File: src/rtl/router_egress_arbiter.sv
// Round-robin, packet-atomic egress scheduler for three router FIFOs with a 2-entry skid buffer.
// Optional ROUTER_EGRESS_PARITY_CHK_EN adds a parity_err output checking each packet's parity byte.
module router_egress_arbiter #(
  parameter int unsigned DATA_W  = 8,
  parameter int unsigned RR_INIT = 2
) (
  input  logic              clk,
  input  logic              resetn,
  input  logic              vld_out_0,
  input  logic              vld_out_1,
  input  logic              vld_out_2,
  input  logic              soft_reset_0,
  input  logic              soft_reset_1,
  input  logic              soft_reset_2,
  input  logic [DATA_W-1:0] data_out_0,
  input  logic [DATA_W-1:0] data_out_1,
  input  logic [DATA_W-1:0] data_out_2,
  output logic              read_enb_0,
  output logic              read_enb_1,
  output logic              read_enb_2,
  output logic [DATA_W-1:0] egress_data,
  output logic              egress_valid,
  input  logic              egress_ready,
  output logic              egress_sop,
  output logic              egress_eop,
  output logic              pkt_abort,
  output logic [2:0]        grant,
`ifdef ROUTER_EGRESS_PARITY_CHK_EN
  output logic              parity_err,
`endif
  output logic              busy
);

  localparam int unsigned CntW = DATA_W - 1;

  typedef enum logic [2:0] {StIdle, StHdr, StHwait, StXfer, StDone} state_e;

  typedef struct packed {
    logic              sop;
    logic              eop;
    logic [DATA_W-1:0] data;
  } entry_t;

  state_e            state_q, state_d;
  logic [1:0]        gnt_idx_q, gnt_idx_d;
  logic [2:0]        grant_q, grant_d;
  logic [1:0]        last_q, last_d;
  logic [CntW-1:0]   rd_left_q, rd_left_d;
  logic              inflight_q, inflight_d;
  logic              infl_sop_q, infl_sop_d;
  logic              infl_eop_q, infl_eop_d;
  logic              abort_q, abort_d;
  entry_t            head_q, head_d, tail_q, tail_d;
  logic [1:0]        count_q, count_d;

  logic [2:0]        req;
  logic              vld_g, srst_g;
  logic [DATA_W-1:0] data_g;
  logic [1:0]        pick;
  logic [2:0]        occ;
  logic              pop, push, credit, abort, rd_fire, eop_hs;
  logic [1:0]        wr_idx;
  entry_t            new_entry;

  assign req = {vld_out_2 & ~soft_reset_2, vld_out_1 & ~soft_reset_1, vld_out_0 & ~soft_reset_0};

  always_comb begin
    vld_g  = vld_out_0;
    srst_g = soft_reset_0;
    data_g = data_out_0;
    case (gnt_idx_q)
      2'd1: begin vld_g = vld_out_1; srst_g = soft_reset_1; data_g = data_out_1; end
      2'd2: begin vld_g = vld_out_2; srst_g = soft_reset_2; data_g = data_out_2; end
      default: ;
    endcase
  end

  always_comb begin
    case (last_q)
      2'd0:    pick = req[1] ? 2'd1 : (req[2] ? 2'd2 : 2'd0);
      2'd1:    pick = req[2] ? 2'd2 : (req[0] ? 2'd0 : 2'd1);
      default: pick = req[0] ? 2'd0 : (req[1] ? 2'd1 : 2'd2);
    endcase
  end

  // Occupancy counts the byte still returning from the FIFO so the buffer can never overflow.
  assign pop    = (count_q != 2'd0) & egress_ready;
  assign occ    = {1'b0, count_q} + {2'b00, inflight_q} - {2'b00, pop};
  assign credit = occ < 3'd2;
  assign abort  = (state_q != StIdle) & srst_g;
  assign push   = inflight_q & ~abort;
  assign eop_hs = pop & head_q.eop;

  always_comb begin
    rd_fire = 1'b0;
    if (state_q == StHdr)  rd_fire = vld_g & credit;
    if (state_q == StXfer) rd_fire = vld_g & credit & (rd_left_q != '0);
    rd_fire = rd_fire & ~abort;
  end

  assign read_enb_0 = rd_fire & (gnt_idx_q == 2'd0);
  assign read_enb_1 = rd_fire & (gnt_idx_q == 2'd1);
  assign read_enb_2 = rd_fire & (gnt_idx_q == 2'd2);

  always_comb begin
    state_d    = state_q;
    gnt_idx_d  = gnt_idx_q;
    grant_d    = grant_q;
    last_d     = last_q;
    rd_left_d  = rd_left_q;
    inflight_d = rd_fire;
    infl_sop_d = (state_q == StHdr);
    infl_eop_d = (state_q == StXfer) && (rd_left_q == CntW'(1));
    abort_d    = 1'b0;
    case (state_q)
      StIdle: begin
        if (|req) begin
          grant_d   = 3'b001 << pick;
          gnt_idx_d = pick;
          last_d    = pick;
          state_d   = StHdr;
        end
      end
      StHdr: begin
        if (rd_fire) state_d = StHwait;
      end
      StHwait: begin
        // Payload length plus the trailing parity byte.
        rd_left_d = {1'b0, data_g[DATA_W-1:2]} + CntW'(1);
        state_d   = StXfer;
      end
      StXfer: begin
        if (rd_fire) rd_left_d = rd_left_q - CntW'(1);
        if ((rd_left_q == '0) && eop_hs) state_d = StDone;
      end
      StDone: begin
        grant_d = 3'b000;
        state_d = StIdle;
      end
      default: state_d = StIdle;
    endcase
    if (abort) begin
      state_d    = StIdle;
      grant_d    = 3'b000;
      abort_d    = 1'b1;
      inflight_d = 1'b0;
      rd_left_d  = '0;
    end
  end

  assign new_entry = {infl_sop_q, infl_eop_q, data_g};
  assign wr_idx    = count_q - {1'b0, pop};

  always_comb begin
    head_d  = head_q;
    tail_d  = tail_q;
    count_d = count_q;
    if (abort) begin
      count_d = 2'd0;
    end else begin
      if (pop) head_d = tail_q;
      if (push) begin
        if (wr_idx == 2'd0) head_d = new_entry;
        else                tail_d = new_entry;
      end
      count_d = count_q - {1'b0, pop} + {1'b0, push};
    end
  end

`ifdef ROUTER_EGRESS_PARITY_CHK_EN
  logic [DATA_W-1:0] par_acc_q, par_acc_d;

  always_comb begin
    par_acc_d = par_acc_q;
    if (abort) begin
      par_acc_d = '0;
    end else if (push) begin
      if (infl_sop_q)       par_acc_d = data_g;
      else if (!infl_eop_q) par_acc_d = par_acc_q ^ data_g;
    end
  end

  // No push can follow the eop byte before the next header, so the accumulator is stable here.
  assign parity_err = eop_hs & (head_q.data != par_acc_q);

  always_ff @(posedge clk or negedge resetn) begin
    if (!resetn) par_acc_q <= '0;
    else         par_acc_q <= par_acc_d;
  end
`endif

  always_ff @(posedge clk or negedge resetn) begin
    if (!resetn) begin
      state_q    <= StIdle;
      gnt_idx_q  <= 2'd0;
      grant_q    <= 3'b000;
      last_q     <= 2'(RR_INIT);
      rd_left_q  <= '0;
      inflight_q <= 1'b0;
      infl_sop_q <= 1'b0;
      infl_eop_q <= 1'b0;
      abort_q    <= 1'b0;
      head_q     <= '0;
      tail_q     <= '0;
      count_q    <= 2'd0;
    end else begin
      state_q    <= state_d;
      gnt_idx_q  <= gnt_idx_d;
      grant_q    <= grant_d;
      last_q     <= last_d;
      rd_left_q  <= rd_left_d;
      inflight_q <= inflight_d;
      infl_sop_q <= infl_sop_d;
      infl_eop_q <= infl_eop_d;
      abort_q    <= abort_d;
      head_q     <= head_d;
      tail_q     <= tail_d;
      count_q    <= count_d;
    end
  end

  assign egress_valid = (count_q != 2'd0);
  assign egress_data  = head_q.data;
  assign egress_sop   = egress_valid & head_q.sop;
  assign egress_eop   = egress_valid & head_q.eop;
  assign pkt_abort    = abort_q;
  assign grant        = grant_q;
  assign busy         = (state_q != StIdle);

endmodule

File: config.mk
export PLATFORM = sky130hd
export DESIGN_NAME = router_egress_arbiter
export DESIGN_NICKNAME = d
export VERILOG_FILES = /design/src/rtl/router_egress_arbiter.sv
export SDC_FILE = /design/constraint.sdc
export NUM_CORES = 1
export LEC_CHECK = 0
export ABC_AREA = 1
export CAP_MARGIN = 20
export CORE_MARGIN = 1.5
export CORE_UTILIZATION = 25
export CTS_CLUSTER_SIZE = 14
export DETAILED_ROUTE_END_ITERATION = 10
export PLACE_DENSITY = 0.41
export SYNTH_ARGS = -nofsm -noshare
export SYNTH_HDL_FRONTEND = slang
export SYNTH_SLANG_ARGS = --single-unit
File: constraint.sdc
create_clock -name clk -period 3.3 [get_ports clk]
set_clock_uncertainty 0.05 [all_clocks]
set_input_delay 0.66 -clock clk [delete_from_list [all_inputs] [get_ports clk]]
set_output_delay 0.66 -clock clk [all_outputs]
set_load 0.02 [all_outputs]
==> impl_metrics.ini <==
[logic_synthesis]
ys.flop_type = dfrtp_1
synthTopCellsByArea = dfrtp_1 (37%), nand2_1 (16%), inv_1 (6.6%), o21ai_0 (5.0%), nand3_1 (4.7%)
synthArstFlopShare = 1.000
ys_seq_area_frac = 0.3790
synth_top_cell_area_share = 0.3695
synth.distinct_cells = 33
yosys.area.top_type = dfrtp_1
synth_seq_cells = 42
syn_avg_cell_area_um2 = 7.193
netlist_area_um2 = 2776
yosysWarnings = 0
syn_inst = 386
syn_nets = 428
synth_most_common_cell = nand2_1
yosys-top-cells-count = nand2_1 (119), inv_1 (49), dfrtp_1 (41), nor2_1 (32), o21ai_0 (28)
synth_edf_count = 0

[clock_tree]
cts_sinks = 42
clock_path_buffers = 2
clkLatencyLatePin_ps = 300
htree_num_levels = 2
cts_root_buf = clkbuf_8
clkTransAtPathRegs_ps = 90
cts_hold_buf = 0
cts_tree = built
cts_buffers = 5

[die]
die_h_um = 108.4
rows = 38
start_util = 0.2561
die_width_um = 108.4
coreArea_um2 = 10840
die_area_um2 = 11750
ios = 52

[timing]
finalMaxSlewViolations = 0
fmax_mhz = 320.0
worst_pin_slew_ps = 577.3
relSlewSlack = 0.6151
finalHoldViolCount = 0
fin_crit_sh = 0.9469
rsz0062_at_grt = false
finalSetupViolations = 0
finalCriticalPeriod_ps = 3125

[layout]
diodes = 0
final_layout_size_suffix_gt1_frac = 0.1667
area_growth_pct = 31.32
finalInstanceArea_um2 = 3646
final_nets = 491
nFillCells = 1202

[detailed_routing]
via_per_inst = 4.292
drc = 0
dr.pass1.iters = 4
wire_per_inst_um = 12.71
vias = 2532
wl_um = 7496
dr.first_iter.drc_count = 57
ant_nets = 0

[power_and_ir_drop]
internal_power_mw = 1.827
p_leak_nw = 1.774
p_sw_mw = 1.649
p_per_area_nw_per_um2 = 953.6
p_seq_frac = 0.236
comb_power_share = 0.616
swShare = 0.4744
vdd_ir_drop_max_uv = 317.3
total_power_mw = 3.477
power.share.clock = 0.148

[critical_path]
critPathRequiredTime_ps = 2590
crit_top_cell = inv_1
r2r_slack_ps = 930
critical_path_class = flip-flop to primary output
crit_fanout = 3
critPathCaptureType = primary output
r2r_cells = 13
crit_family = simple AND/OR/NAND/NOR gates
cp_slowest_cell = fa_1
start_kind = flip-flop
arrival_ps = 2410
r2r-start = gnt_idx_q[0]
cp_slowest_stage_delay_ps = 480
cp_num_buf_inv = 6
worst_r2r_endpoint = rd_left_q[4]
path_cells = inv_1 > nand2_1 > nand2_1 > inv_1 > nand2_2 > buf_4 > inv_1 > fa_1 > nand3_1 > nor2_2 > nand3_2 > nor2_2 > inv_2 > nor2_1 > buf_4

[global_routing]
grt_pass1_wl_um = 12290
overflow = 0
antenna_found_initial = 0
grt_max_degree = 23
grt_pass1_vias = 2515
grtUsageTotal = 0.1355

[min_path]
hp-class = input port to asynchronous set/reset pin

[placement]
dp_hpwl_um = 5991
place_area_um2 = 3483
io_buffers = 51
place.gp.congestion = 0.7700

[outcome]
outcome = completed

[flow_run]
cap_violations = 0
-- metrics by stage --
stage	hold WS, ps	TNS [ps]	cells	worst slack, ps	utilization
finish	299.5	0	590	175.3	0.3363
global route	332.9	0	590	8.021	0.3363
CTS	315.6	0	589	20.98	0.3334
detailed placement	409.4	-2108	581	-722.2	0.3213
global placement	411.3	-1983	581	-661.7	0.3213
floorplan	314.4	0	386	39.73	-
-- worst max-delay path by stage --
stage / from / endpoint / slack (ps) / cells after the start
after global routing: count_q[1] / read_enb_2 / 8 / 15
after floorplan: count_q[1] / read_enb_0 / 40 / 14
after CTS: egress_ready / read_enb_1 / 20 / 14
final: count_q[1] / read_enb_2 / 180 / 15
after detailed placement: egress_ready / read_enb_1 / -720 / 14
after global placement: egress_ready / read_enb_2 / -660 / 14
-- worst reg2reg max path, delay by kind of cell, from the launching register on --
kind | cells | cell delay, ps
fa+ha+maj | 2 | 500
flops | 1 | 400
compound gates | 1 | 100
simple gates | 7 | 790
buf+inv | 3 | 440
-- area by class of cell --
type	instances	area, µm²	share of cell area
multi-input cells	272	1415	0.3881
flip-flops and latches	42	1052	0.2886
repair buffers	71	646.9	0.1774
inverters	57	214.0	0.05868
well taps	140	175.2	0.04804
clock buffers	6	82.58	0.02265
clock inverters	2	60.06	0.01647
-- metal layers --
layer	GRT usage	vias to the layer above	part of all wire
li1	-	1336	-
met1	0.1816	1156	0.49
met2	0.2269	34	0.48
met3	0.02351	6	0.025
met4	0.03102	0	0.0093
met5	0	-	0
-- power by group through the flow --
stage                     combinational (mW)  sequential [mW]  clock [mW]
final                                   2.14            0.821       0.515
after global placement                  2.14            0.832           0
after floorplan                         1.50            0.828           0
after global routing                    2.44            0.845       0.553
after CTS                               2.15            0.823       0.538
after detailed placement                2.14            0.833           0
-- flip-flops by register name, summed over array words and instances, names as in the netlist, 2 cells and up --
register     count
count_q          2
state_q          3
head_q           2
gnt_idx_q        2
grant            3
rd_left_q        7
egress_data      8
tail_q          10
-- cell families after synthesis --
group	after synthesis	share of synthesized area
XOR/XNOR	1	0.003155
adder cells (fa/ha/maj)	9	0.04326
flip-flops	42	0.3790
buffers and inverters	72	0.1190
AND/OR/NAND/NOR	201	0.3285
AO/OA/AOI/OAI	61	0.1271
-- cell usage in the layout (no fill, tap or decap), types with 4 or more instances in the layout --
master,Yosys,final
inv_2,8,9
ha_1,8,8
dfrtp_1,41,41
clkdlybuf4s50_1,0,46
a21oi_1,11,11
nand3_1,26,26
a21oi_2,5,5
o21ai_1,9,9
nor2_2,3,6
inv_1,49,48
nand2_1,119,118
o21ai_0,28,27
nand2_2,3,4
clkbuf_8,0,6
nand2_4,4,4
buf_4,9,22
nor2_1,32,28
-- repair_timing --
item	CTS	global route
setup buffers	0	1
hold endpoints to repair	0	0
setup endpoints to repair	3	3
resized for setup	16	12
pin swaps	1	6
No activity file was read; power rests on OpenSTA's default activity.
